## config.mk

```make
export PLATFORM = sky130hd
export DESIGN_NAME = ctrl_exposure_seq
export DESIGN_NICKNAME = d
export VERILOG_FILES = /design/src/rtl/ctrl_exposure_seq.sv
export SDC_FILE = /design/constraint.sdc
export NUM_CORES = 1
export LEC_CHECK = 0
export ABC_AREA = 0
export BUFFER_PORTS_ARGS = -buffer_cell sky130_fd_sc_hd__buf_2
export CORE_MARGIN = 10
export CORE_UTILIZATION = 35
export DETAILED_ROUTE_END_ITERATION = 8
export PLACE_DENSITY_LB_ADDON = 0.08
export SETUP_SLACK_MARGIN = 0.4
export SLEW_MARGIN = 10
export SYNTH_ARGS = -nofsm -noshare
export SYNTH_HDL_FRONTEND = slang
export SYNTH_SLANG_ARGS = --single-unit
```

## constraint.sdc

```tcl
create_clock -name i_Clock -period 2.5 [get_ports i_Clock]
set_clock_uncertainty 0.05 [all_clocks]
set_input_delay 0.5 -clock i_Clock [delete_from_list [all_inputs] [get_ports i_Clock]]
set_output_delay 0.5 -clock i_Clock [all_outputs]
set_load 0.01 [all_outputs]
```

## src/rtl/ctrl_exposure_seq.sv

```systemverilog
// Frame sequencer for the camera controller: erase, timed exposure, then a two-row
// readout with ADC strobes. All outputs are registered; reset is asynchronous active-high.
module ctrl_exposure_seq #(
  parameter int unsigned EXP_UNIT_CYCLES = 1
) (
  input  logic       i_Clock,
  input  logic       i_Reset,
  input  logic       i_Init,
  input  logic [4:0] i_Exp_time,
  output logic [1:0] o_Main_FSM,
  output logic       o_Erase,
  output logic       o_Expose,
  output logic       o_NRE_1,
  output logic       o_NRE_2,
  output logic       o_ADC
);

  localparam int unsigned CntW = $clog2(30 * EXP_UNIT_CYCLES + 1);

  typedef enum logic [1:0] {
    StIdle     = 2'b00,
    StExposure = 2'b01,
    StReadout  = 2'b10
  } state_e;

  state_e          state_q;
  logic [4:0]      exp_n_q;
  logic [CntW-1:0] exp_cnt_q;
  logic [CntW-1:0] exp_limit;
  logic [2:0]      rd_idx_q;
  logic [2:0]      rd_nxt;

  assign exp_limit  = CntW'(32'(exp_n_q) * EXP_UNIT_CYCLES);
  assign rd_nxt     = rd_idx_q + 3'd1;
  assign o_Main_FSM = state_q;

  function automatic logic [4:0] clamp_exp(input logic [4:0] t);
    if (t < 5'd2) return 5'd2;
    if (t > 5'd30) return 5'd30;
    return t;
  endfunction

  // Strobe pattern per readout index, packed as {nre_1, nre_2, adc}.
  function automatic logic [2:0] rd_strobes(input logic [2:0] idx);
    case (idx)
      3'd0, 3'd2: return 3'b010;
      3'd1:       return 3'b011;
      3'd4, 3'd6: return 3'b100;
      3'd5:       return 3'b101;
      default:    return 3'b110;
    endcase
  endfunction

  always_ff @(posedge i_Clock or posedge i_Reset) begin
    if (i_Reset) begin
      state_q   <= StIdle;
      exp_n_q   <= '0;
      exp_cnt_q <= '0;
      rd_idx_q  <= '0;
      o_Erase   <= 1'b1;
      o_Expose  <= 1'b0;
      o_NRE_1   <= 1'b1;
      o_NRE_2   <= 1'b1;
      o_ADC     <= 1'b0;
    end else begin
      case (state_q)
        StIdle: begin
          o_NRE_1 <= 1'b1;
          o_NRE_2 <= 1'b1;
          o_ADC   <= 1'b0;
          if (i_Init) begin
            state_q   <= StExposure;
            exp_n_q   <= clamp_exp(i_Exp_time);
            // Counts elapsed exposure cycles; cycle 1 is the one right after this edge.
            exp_cnt_q <= CntW'(1);
            o_Erase   <= 1'b0;
            o_Expose  <= 1'b1;
          end else begin
            o_Erase  <= 1'b1;
            o_Expose <= 1'b0;
          end
        end
        StExposure: begin
          if (exp_cnt_q >= exp_limit) begin
            state_q  <= StReadout;
            rd_idx_q <= 3'd0;
            o_Expose <= 1'b0;
            {o_NRE_1, o_NRE_2, o_ADC} <= rd_strobes(3'd0);
          end else begin
            exp_cnt_q <= exp_cnt_q + CntW'(1);
          end
        end
        StReadout: begin
          if (rd_idx_q == 3'd7) begin
            state_q  <= StIdle;
            rd_idx_q <= 3'd0;
            o_Erase  <= 1'b1;
            o_NRE_1  <= 1'b1;
            o_NRE_2  <= 1'b1;
            o_ADC    <= 1'b0;
          end else begin
            rd_idx_q <= rd_nxt;
            {o_NRE_1, o_NRE_2, o_ADC} <= rd_strobes(rd_nxt);
          end
        end
        default: begin
          state_q  <= StIdle;
          rd_idx_q <= 3'd0;
          o_Erase  <= 1'b1;
          o_Expose <= 1'b0;
          o_NRE_1  <= 1'b1;
          o_NRE_2  <= 1'b1;
          o_ADC    <= 1'b0;
        end
      endcase
    end
  end

endmodule

```

==> impl_metrics.ini <==
[critical_path]
max_stage_delay_ps = 440
r2r_slack_ps = 660
worstSetupEndpointType = flop
cp_max_fo = 9
slowest_stage = dfrtp_1
path_cells = ha_1, and4_4, a211oi_4, nand2_1, o32a_1
start_kind = flop
worstSetupPathType = reg -> reg
cp.arrival_ps = 2030
required_ps = 2690

[timing]
finalSetupViolCount = 0
post-route-period-util = 0.737
worst_pin_slew_ps = 779
max_freq_mhz = 543
setup_tns_ps = 0
layout_setup_ws_ps = 659
hold_viol = 0
slew_violations = 0
period_needed_ps = 1840
rsz0062_at_grt = no
timing.slew.headroom = 0.480

[global_routing]
antenna_found_initial = 0
met3_usage = 0.0245
grt.busiest_layer = met2
grt_pass1_vias = 844
use_met2 = 0.132
grt_start_max_net_pins = 21
grt_util_met1 = 0.106
grt_first_pass_wirelength_um = 4130
grt_use_total = 0.0846
gr-total-overflow = 0

[power]
p_leak_nw = 0.633
irDropWorstVdd_v = 0.000387
cellPowerDensity_nw_per_um2 = 1140

[route]
wl_per_cell_um = 13.7
vias = 817
vias_per_cell = 4.81
drt_iter0_drc = 72
wirelength_um = 2330
drc = 0
dr.pass1.iters = 4
ant_nets = 0

[clocking]
clockBufferDepth = 2
clkTransAtPathRegs_ps = 120
postCtsHoldBufs = 0
cts_root_buf = clkbuf_4
postCtsSetupRepairBufs = 0
cts_tree = yes
cts_resized = 0
cts_sinks = 20
worstSkewPairLatency_ps = 300
cts_buffers = 3
htreeDepth = 1

[logic_synthesis]
synth-edff-count = 0
synth_flop_cell = dfrtp_1
synth_top_area_share = 0.378
syn_nets = 130
synth_area_leaders = dfrtp_1, ha_1, dfstp_2
async_flop_share = 1.00
ys_seq_area_frac = 0.448
synth_top_area_cell = dfrtp_1
netlist_area_um2 = 1130
ys_ff_latch = 20
yosys_warnings = 0
synth_cell_types = 33
synth_area_per_cell_um2 = 10.3
syn_inst = 109

[placement]
port_buffers = 14
gp_routability_congestion = 0.716
dp_hpwl_um = 1750
pre_cts_ws_ps = 659

[die]
die_area_um2 = 5890
rows = 20
ioPinCount = 15
die_h_um = 76.7
initial_core_util = 0.366
core_area_um2 = 3080
die_x_um = 76.7

[outcome]
status = finished, final reports clean

[flow_run]
drv_cap = 0

[final_layout]
final_util = 0.417
area_growth_pct = 14.0
drive_gt1_frac = 0.214
diodes = 0
final_nets = 148

[min_path]
hp-class = in -> async
## through the flow
| step | instance area (um2) | power (mW) | instances | hold slack [ps] |
|---|---|---|---|---|
| CTS | 1280 | 1.48 | 170 | 295 |
| detailed placement | 1250 | 1.29 | 166 | 432 |
| floorplan | 1130 | 1.08 | 109 | 402 |
| global placement | 1250 | 1.28 | 166 | 421 |
| finish | 1280 | 1.46 | 170 | 262 |
| global route | 1280 | 1.63 | 170 | 310 |
## path summary, 6_finish.rpt
kind / startpoint / endpoint / cells past startpoint
min in group i_Clock: i_Exp_time[2] / exp_n_q[2]$_DFFE_PP0P_ / 3
max: exp_cnt_q[2]$_DFFE_PP0P_ / o_NRE_2$_DFFE_PP1N_ / 5
max reg2reg: exp_cnt_q[2]$_DFFE_PP0P_ / o_NRE_2$_DFFE_PP1N_ / 5
max in group asynchronous: i_Reset / exp_cnt_q[0]$_DFFE_PP0P_ / 2
min reg2reg: exp_cnt_q[4]$_DFFE_PP0P_ / exp_cnt_q[4]$_DFFE_PP0P_ / 1
min: i_Reset / o_Expose$_DFFE_PP0P_ / 2
## worst max-delay path, delay by kind of cell (launching register included)
kind            cells  cell delay (ps)
flops               1              440
simple gates        2              390
fa+ha+maj           1              330
compound gates      2              580
## cell families after synthesis
| group | Yosys count | share of synthesized area |
|---|---|---|
| compound gates | 25 | 0.158 |
| fa+ha+maj | 13 | 0.144 |
| buf+inv | 10 | 0.0333 |
| flops | 20 | 0.448 |
| mux | 3 | 0.0267 |
| simple gates | 38 | 0.190 |
## synth_stat cells (all sizes together), types with 2 or more instances
master and count:
and3 2, nand3 4, dfrtp 17, inv 8
nand3b 2, nor2 5, nand2 12, nand2b 4
nor3 2, a21oi 5, mux2i 3, ha 13
o21ai 9, a211oi 4, dfstp 3
## layout make-up
cell class                      instances  area (um2)
Fill cell                             315        1790
Clock buffer                            4        36.3
Sequential cell                        20         504
Timing Repair Buffer                   14        70.1
Multi-Input combinational cell         79         584
Inverter                                9        33.8
Tap cell                               44        55.1
## flip-flops by register name (all words and copies together) (netlist names)
| register | count |
|---|---|
| exp_cnt_q | 5 |
| exp_n_q | 5 |
| o_ADC | 1 |
| o_Erase | 1 |
| o_Expose | 1 |
| o_Main_FSM | 2 |
| o_NRE_1 | 1 |
| o_NRE_2 | 1 |
| rd_idx_q | 3 |
## report_power, final
| part | switching, mW | internal [mW] |
|---|---|---|
| sequential | 0.120 | 0.467 |
| clock | 0.106 | 0.0888 |
| combinational | 0.378 | 0.300 |
## layer usage
metal  routed length [um]  vias up  share of wire
met5                    0        -              0
met4                   12        0         0.0051
met3                   77        2          0.033
met2                 1080        6           0.46
met1                 1160      386           0.50
li1                     -      423              -
## cell usage in the layout, fill, tap and decap left out
cell type	Yosys	final
a211o_1	1	1
a211oi_1	3	3
a211oi_4	1	1
a21oi_1	5	5
a22o_1	1	1
a32o_1	1	1
and2_4	1	1
and3_1	2	2
and4_4	1	1
buf_2	0	14
clkbuf_4	0	3
clkbuf_8	0	1
clkinv_1	1	1
dfrtp_1	17	17
dfstp_2	3	3
ha_1	13	13
inv_1	8	8
mux2i_1	3	3
nand2_1	12	12
nand2b_1	3	3
nand2b_4	1	1
nand3_1	4	4
nand3b_1	2	2
nand4_1	1	1
nand4b_1	1	1
nor2_1	5	5
nor2b_1	1	1
nor3_1	2	2
nor3b_2	1	1
o211ai_2	1	1
o21ai_0	9	9
o22a_1	1	1
o22ai_1	1	1
o32a_1	1	1
or3_1	1	1
Power figures use the tool's default switching activity.
